**config.mk**
```make
export PLATFORM = sky130hd
export DESIGN_NAME = uart_core_flat
export DESIGN_NICKNAME = d
export VERILOG_FILES = /design/src/rtl/uart_core_if.sv /design/src/rtl/uart_core.sv /design/src/flat_wrapper.sv
export SDC_FILE = /design/constraint.sdc
export NUM_CORES = 1
export LEC_CHECK = 0
export ABC_AREA = 1
export ABC_CLOCK_PERIOD_IN_PS = 2260
export CAP_MARGIN = 20
export CORE_MARGIN = 2
export CORE_UTILIZATION = 52
export CTS_CLUSTER_DIAMETER = 200
export DETAILED_ROUTE_END_ITERATION = 8
export DONT_BUFFER_PORTS = 1
export PLACE_DENSITY_LB_ADDON = 0.05
export SYNTH_ARGS = -nofsm -noshare
export SYNTH_HDL_FRONTEND = slang
export SYNTH_SLANG_ARGS = --single-unit
```
**constraint.sdc**
```tcl
create_clock -name clock -period 2.26 [get_ports clock]
set_clock_uncertainty 0.1 [all_clocks]
set_input_delay 0.226 -clock clock [delete_from_list [all_inputs] [get_ports clock]]
set_output_delay 0.226 -clock clock [all_outputs]
set_load 0.02 [all_outputs]
```
**src/rtl/uart_core_if.sv**
```systemverilog
// Host-side and pin-side signals of uart_core, bundled as one port.
// slave: the UART itself; master: whatever drives it (host logic plus the rx pin).
`timescale 1ns/1ps
interface uart_core_if;
    logic [7:0] din;
    logic       wr_en;
    logic       tx;
    logic       tx_busy;
    logic       rx;
    logic       rdy;
    logic       rdy_clr;
    logic [7:0] dout;

    modport slave (
        input  din, wr_en, rx, rdy_clr,
        output tx, tx_busy, rdy, dout
    );

    modport master (
        output din, wr_en, rx, rdy_clr,
        input  tx, tx_busy, rdy, dout
    );
endinterface

```
**src/rtl/uart_core.sv**
```systemverilog
// Full-duplex 8-bit UART, 8N1 by default; defining UART_PARITY_EN switches the frame to 8E1.
// TX holds each bit TX_DIV clocks; RX oversamples 16x on a free-running tick every RX_DIV clocks.
`timescale 1ns/1ps
module uart_core #(
    parameter int CLK_HZ = 50000000,
    parameter int BAUD   = 115200
) (
    input  logic       clock,
    input  logic       reset_n,
    uart_core_if.slave bus
);
    localparam int TX_DIV = CLK_HZ / BAUD;
    localparam int RX_DIV = CLK_HZ / (16 * BAUD);
`ifdef UART_PARITY_EN
    localparam int NB = 9;
`else
    localparam int NB = 8;
`endif
    localparam int TXW = (TX_DIV > 1) ? $clog2(TX_DIV) : 1;
    localparam int RXW = (RX_DIV > 1) ? $clog2(RX_DIV) : 1;
    localparam logic [TXW-1:0] TX_LAST  = TXW'(TX_DIV - 1);
    localparam logic [RXW-1:0] RX_LAST  = RXW'(RX_DIV - 1);
    localparam logic [3:0]     BIT_LAST = 4'(NB - 1);

    typedef enum logic [1:0] {IDLE, START, DATA, STOP} state_t;

    // ---------------- transmitter ----------------
    state_t          tx_state_q, tx_state_d;
    logic [TXW-1:0]  tx_cnt_q, tx_cnt_d;
    logic [3:0]      tx_bit_q, tx_bit_d;
    logic [NB-1:0]   tx_shr_q, tx_shr_d;
    logic            tx_q, tx_d;
    logic            tx_busy_q, tx_busy_d;
    logic            tx_bit_end;

    assign tx_bit_end = (tx_cnt_q == TX_LAST);

    always_ff @(posedge clock or negedge reset_n) begin
        if (!reset_n) begin
            tx_state_q <= IDLE;
            tx_cnt_q   <= '0;
            tx_bit_q   <= '0;
            tx_shr_q   <= '0;
            tx_q       <= 1'b1;
            tx_busy_q  <= 1'b0;
        end else begin
            tx_state_q <= tx_state_d;
            tx_cnt_q   <= tx_cnt_d;
            tx_bit_q   <= tx_bit_d;
            tx_shr_q   <= tx_shr_d;
            tx_q       <= tx_d;
            tx_busy_q  <= tx_busy_d;
        end
    end

    always_comb begin
        tx_state_d = tx_state_q;
        tx_cnt_d   = tx_cnt_q;
        tx_bit_d   = tx_bit_q;
        tx_shr_d   = tx_shr_q;
        tx_d       = tx_q;
        tx_busy_d  = tx_busy_q;
        if (tx_state_q != IDLE)
            tx_cnt_d = tx_bit_end ? '0 : tx_cnt_q + TXW'(1);
        case (tx_state_q)
            IDLE: begin
                // wr_en is only honoured here, so writes during a frame are dropped
                if (bus.wr_en) begin
                    tx_state_d = START;
                    tx_cnt_d   = '0;
                    tx_d       = 1'b0;
                    tx_busy_d  = 1'b1;
`ifdef UART_PARITY_EN
                    tx_shr_d   = {^bus.din, bus.din};
`else
                    tx_shr_d   = bus.din;
`endif
                end
            end
            START: begin
                if (tx_bit_end) begin
                    tx_state_d = DATA;
                    tx_bit_d   = '0;
                    tx_d       = tx_shr_q[0];
                end
            end
            DATA: begin
                if (tx_bit_end) begin
                    if (tx_bit_q == BIT_LAST) begin
                        tx_state_d = STOP;
                        tx_d       = 1'b1;
                    end else begin
                        tx_shr_d = tx_shr_q >> 1;
                        tx_d     = tx_shr_q[1];
                        tx_bit_d = tx_bit_q + 4'd1;
                    end
                end
            end
            STOP: begin
                if (tx_bit_end) begin
                    tx_state_d = IDLE;
                    tx_busy_d  = 1'b0;
                    tx_d       = 1'b1;
                end
            end
            default: tx_state_d = IDLE;
        endcase
    end

    assign bus.tx      = tx_q;
    assign bus.tx_busy = tx_busy_q;

    // ---------------- receiver ----------------
    logic            rx_s1_q, rx_s2_q;
    logic [RXW-1:0]  div_q, div_d;
    logic            tick;
    state_t          rx_state_q, rx_state_d;
    logic [3:0]      rx_tcnt_q, rx_tcnt_d;
    logic [3:0]      rx_bit_q, rx_bit_d;
    logic [NB-1:0]   rx_shr_q, rx_shr_d;
    logic [7:0]      dout_q, dout_d;
    logic            rdy_q, rdy_d;
    logic            rx_done;
    logic            rx_par_ok;

    assign tick  = (div_q == RX_LAST);
    assign div_d = tick ? '0 : div_q + RXW'(1);

`ifdef UART_PARITY_EN
    assign rx_par_ok = ~^rx_shr_q;
`else
    assign rx_par_ok = 1'b1;
`endif

    always_ff @(posedge clock or negedge reset_n) begin
        if (!reset_n) begin
            rx_s1_q    <= 1'b1;
            rx_s2_q    <= 1'b1;
            div_q      <= '0;
            rx_state_q <= IDLE;
            rx_tcnt_q  <= '0;
            rx_bit_q   <= '0;
            rx_shr_q   <= '0;
            dout_q     <= '0;
            rdy_q      <= 1'b0;
        end else begin
            rx_s1_q    <= bus.rx;
            rx_s2_q    <= rx_s1_q;
            div_q      <= div_d;
            rx_state_q <= rx_state_d;
            rx_tcnt_q  <= rx_tcnt_d;
            rx_bit_q   <= rx_bit_d;
            rx_shr_q   <= rx_shr_d;
            dout_q     <= dout_d;
            rdy_q      <= rdy_d;
        end
    end

    always_comb begin
        rx_state_d = rx_state_q;
        rx_tcnt_d  = rx_tcnt_q;
        rx_bit_d   = rx_bit_q;
        rx_shr_d   = rx_shr_q;
        rx_done    = 1'b0;
        case (rx_state_q)
            IDLE: begin
                if (!rx_s2_q) begin
                    rx_state_d = START;
                    rx_tcnt_d  = '0;
                end
            end
            START: begin
                if (tick) begin
                    if (rx_tcnt_q == 4'd7) begin
                        rx_tcnt_d  = '0;
                        rx_bit_d   = '0;
                        rx_state_d = rx_s2_q ? IDLE : DATA;
                    end else begin
                        rx_tcnt_d = rx_tcnt_q + 4'd1;
                    end
                end
            end
            DATA: begin
                // 4-bit tick counter wraps 15->0, giving one sample per 16 ticks
                if (tick) begin
                    rx_tcnt_d = rx_tcnt_q + 4'd1;
                    if (rx_tcnt_q == 4'd15) begin
                        rx_shr_d = {rx_s2_q, rx_shr_q[NB-1:1]};
                        if (rx_bit_q == BIT_LAST) rx_state_d = STOP;
                        else                      rx_bit_d   = rx_bit_q + 4'd1;
                    end
                end
            end
            STOP: begin
                if (tick) begin
                    rx_tcnt_d = rx_tcnt_q + 4'd1;
                    if (rx_tcnt_q == 4'd15) begin
                        rx_state_d = IDLE;
                        rx_done    = rx_s2_q & rx_par_ok;
                    end
                end
            end
            default: rx_state_d = IDLE;
        endcase
    end

    // a completing byte beats a simultaneous clear
    assign rdy_d  = (rdy_q & ~bus.rdy_clr) | rx_done;
    assign dout_d = rx_done ? rx_shr_q[7:0] : dout_q;

    assign bus.rdy  = rdy_q;
    assign bus.dout = dout_q;
endmodule

```
**src/flat_wrapper.sv**
```systemverilog
// flat-port wrapper written by rule: the top's interface ports become plain ports
module uart_core_flat 
#(
    parameter int CLK_HZ = 50000000,
    parameter int BAUD   = 115200
)
  (clock, reset_n, bus_din, bus_wr_en, bus_rx, bus_rdy_clr, bus_tx, bus_tx_busy, bus_rdy, bus_dout);
  uart_core_if bus_i ();
  input  logic clock;
  input  logic reset_n;
  input wire logic [$bits(bus_i.din)-1:0] bus_din;
  input wire logic [$bits(bus_i.wr_en)-1:0] bus_wr_en;
  input wire logic [$bits(bus_i.rx)-1:0] bus_rx;
  input wire logic [$bits(bus_i.rdy_clr)-1:0] bus_rdy_clr;
  output wire logic [$bits(bus_i.tx)-1:0] bus_tx;
  output wire logic [$bits(bus_i.tx_busy)-1:0] bus_tx_busy;
  output wire logic [$bits(bus_i.rdy)-1:0] bus_rdy;
  output wire logic [$bits(bus_i.dout)-1:0] bus_dout;
  assign bus_i.din = bus_din;
  assign bus_i.wr_en = bus_wr_en;
  assign bus_i.rx = bus_rx;
  assign bus_i.rdy_clr = bus_rdy_clr;
  assign bus_tx = bus_i.tx;
  assign bus_tx_busy = bus_i.tx_busy;
  assign bus_rdy = bus_i.rdy;
  assign bus_dout = bus_i.dout;
  uart_core #(.CLK_HZ(CLK_HZ), .BAUD(BAUD)) u_core (.clock(clock), .reset_n(reset_n), .bus(bus_i));
endmodule
```
==> summary.md <==
| Metric | Value |
|---|---|
| Synth Cell Area | `3080 sq um` |
| Initial antenna violation count | `0` |
| Drc violations | `0` |
| Tcrit/Tclk final | `0.807` |
| Share of layout cells above drive strength 1 | `0.166` |
| Vias in the first global route | `approximately 2200` |
| Hold WS | `between 0.02 and 0.03 ns` |
| CTS tree | `built` |
| Crit-path most repeated cell | `inv_2` |
| Post-Syn Nets | `380` |
| Commonest non-fill, non-tap cell in the layout | `nand2_1` |
| Setup CP Type | `flop to flop` |
| Number of synthesized flops with an enable pin | `0` |
| Final-report hold violation count | `0` |
| Outcome | `complete, no violations` |
| Starting Density | `0.529` |
| Maximum achievable frequency | `around 550 MHz` |
| Post-Syn Instances | `356` |
| Pre-CTS WS | `between 0.4 and 0.5 ns` |
| DR vias/cell | `roughly 5.1` |
| Tmin final | `1.82 ns` |
| Top Ports | `24` |
| Area growth syn-to-layout | `10.9%` |
| Cts repair resizes | `0` |
| Crit path DAT | `1.95 ns` |
| Clock latency on the worst-skew pair | `approximately 0.34 ns` |
| Hold path start | `bus_din[0]` |
| Leading area contributor after synthesis | `dfrtp_1` |
| Ant diodes | `0` |
| Max Cap Viol | `0` |
| Most frequent cells in the layout | `113 x nand2_1, 56 x dfrtp_1, 28 x inv_1` |
| RSZ-0062 raised after global routing | `no` |
| Routability congestion estimate from global placement | `just under 0.8` |
| Buffers & Inverters on Critical Path | `3` |
| Worst-path clk slew | `around 0.070 ns` |
| Synth area leaders | `dfrtp_1 46%, nand2_1 14%, ha_1 4.5%, nand3_1 4.2%, inv_1 3.4%` |
| Worst Hold End | `u_core.tx_shr_q[0]` |
| Worst setup EP type | `flop` |
| Die area | `6550 sq um` |
| Worst reg2reg path depth | `9` |
| Clock sinks | `59` |
| Crit-path leading delay family | `simple AND/OR/NAND/NOR gates` |
| Leak pwr | `1.57 nW` |
| Avg Cell Area, Syn | `8.64 sq um` |
| Worst flop-to-flop path startpoint | `u_core.tx_state_q[0]` |
| Hold Crit Class | `primary input to flop` |
| Slew @ Worst Pin | `0.559 ns` |
| Routed WL | `5420 um` |
| Pwr/cell area | `940 nW/um^2` |
| CP max stage delay | `0.39 ns` |
| Slowest-stage cell, CP | `dfrtp_1` |
| Predominant post-synthesis flop cell | `dfrtp_1` |
| FF+latch count, synth | `between 50 and 60` |
| Register area share after synthesis | `0.481` |
| Peak supply drop | `~700 uV` |
| Post-route setup slack | `0.436 ns` |
| GRT Util Overall | `0.188` |
| Final slew viol count | `0` |
| Startpoint type of the worst setup path | `flop` |
| Port bufs | `0` |
| Worst reg2reg setup slack | `0.44 ns` |
| Largest net degree at the start of global routing | `60` |
| WP data required | `between 2 and 2.5 ns` |
| Layout Nets | `393` |
| H-tree levels | `3` |
| Clock buffer count from CTS | `9` |
| Antenna-violating nets left | `0` |
| Hold depth | `4` |
| FP Rows | `28` |
| Clk buf depth | `2` |
| DR iter-0 viols | `164` |
| CTS root buffer | `clkbuf_8` |
| Yosys cell types | `33` |
| FF-to-FF End | `u_core.tx_shr_q[7]` |
| Async SR Flop Fraction | `1.00` |
| Die Wd | `80.9 um` |
| Worst relative slew slack | `0.627` |
| Syn. warnings | `0` |
| Crit path max fanout | `9` |
| Core area | `about 5800 sq um` |
| Drt pass-1 iters | `4` |
| Vias | `2278` |
| Dpl hpwl | `3650 um` |
| First-pass GRT wire length | `9490 um` |
| WL per Instance | `12.1 um` |
| Die height | `roughly 81 um` |
| Overflow after GRT | `0` |
| Final-report setup violation count | `0` |
| Critical Path, Cell by Cell | `inv_1, ha_1, inv_2, nor2_8, inv_2, and3_4, nand2_8, nand2_1, o21ai_2` |
| TNS Setup | `0 ns` |
| Top cell type's share of synthesized area | `0.455` |
-- tightest hold or removal path, cell delays in order --
cell     delay, ns
nand2_1       0.04
nand2_1       0.04
nand3_1       0.07
nand2_1       0.05
-- layer usage --
layer | up-vias | part of all wire | global-route usage
met5 | - | 0 | 0
met4 | 0 | 0.013 | 0.0814
met3 | 7 | 0.035 | 0.0478
met2 | 34 | 0.45 | 0.295
met1 | 1059 | 0.50 | 0.247
li1 | 1178 | - | -
-- logic make-up (layout without fill, tap and decap cells) --
group | Yosys count | after routing | synth area share
adder cells (fa/ha/maj) | 11 | 11 | 0.0447
XOR/XNOR | 7 | 7 | 0.0199
buffers and inverters | 41 | 59 | 0.0582
AO/OA/AOI/OAI | 50 | 50 | 0.107
AND/OR/NAND/NOR | 188 | 188 | 0.289
flip-flops | 59 | 59 | 0.481
-- Yosys cell counts (all sizes together), types with 3 or more instances --
cell and number:
nand4 10, o22ai 3, inv 35, nor2 27, buf 5, ha 11, nand3 26, dfstp 3
dfrtp 56, nand2 120, or2 3, a21oi 8, xor2 6, o21ai 35
-- how the worst max path moves through the flow --
stage                          from            endpoint  slack [ns]  cells past startpoint
2_1_floorplan  u_core.tx_state_q[0]  u_core.tx_shr_q[7]        0.61                     10
3_3_place_gp   u_core.tx_state_q[0]  u_core.tx_shr_q[7]        0.48                      9
3_5_place_dp   u_core.tx_state_q[0]  u_core.tx_bit_q[0]        0.44                      5
4_1_cts        u_core.tx_state_q[0]  u_core.tx_shr_q[7]        0.44                      9
5_1_grt        u_core.tx_state_q[0]  u_core.tx_bit_q[0]        0.26                      5
6_report       u_core.tx_state_q[0]  u_core.tx_shr_q[7]        0.44                      9
-- registers in the layout, indices dropped and copies added (netlist names), 2 cells and up, named ones only --
register           count
u_core.tx_shr_q        8
u_core.rx_tcnt_q       4
u_core.rx_shr_q        8
u_core.bus.dout        8
u_core.rx_bit_q        4
u_core.tx_bit_q        4
u_core.tx_state_q      2
u_core.tx_cnt_q        9
u_core.div_q           5
-- where the power goes --
group          switching [W]  internal, W  total [W]
combinational       0.000584     0.000330   0.000914
clock               0.000466     0.000514   0.000980
sequential          0.000109      0.00120    0.00131
-- area by class of cell --
class | count | area, sq um
clock buffer | 9 | 124
clock inverter | 7 | 76.3
fill | 529 | 2400
inverter | 36 | 135
multi-input combinational | 256 | 1420
sequential | 59 | 1480
tap | 75 | 93.8
timing repair buffer | 7 | 85.1
-- repair_timing --
item / in CTS / in global routing
buffers inserted: 0 / 0
endpoints found under the hold margin: 67 / 0
hold buffers: 6 / 0
-- metrics by stage --
step | util | total power [W] | cell area (sq um) | instances
4_1_cts | 0.587 | 0.00324 | 3410 | 449
6_report | 0.587 | 0.00321 | 3410 | 449
2_1_floorplan | - | 0.00206 | 3080 | 356
5_1_grt | 0.587 | 0.00342 | 3410 | 449
3_5_place_dp | 0.539 | 0.00221 | 3130 | 427
3_3_place_gp | 0.539 | 0.00220 | 3130 | 427
No activity file was read; power rests on OpenSTA's default activity.
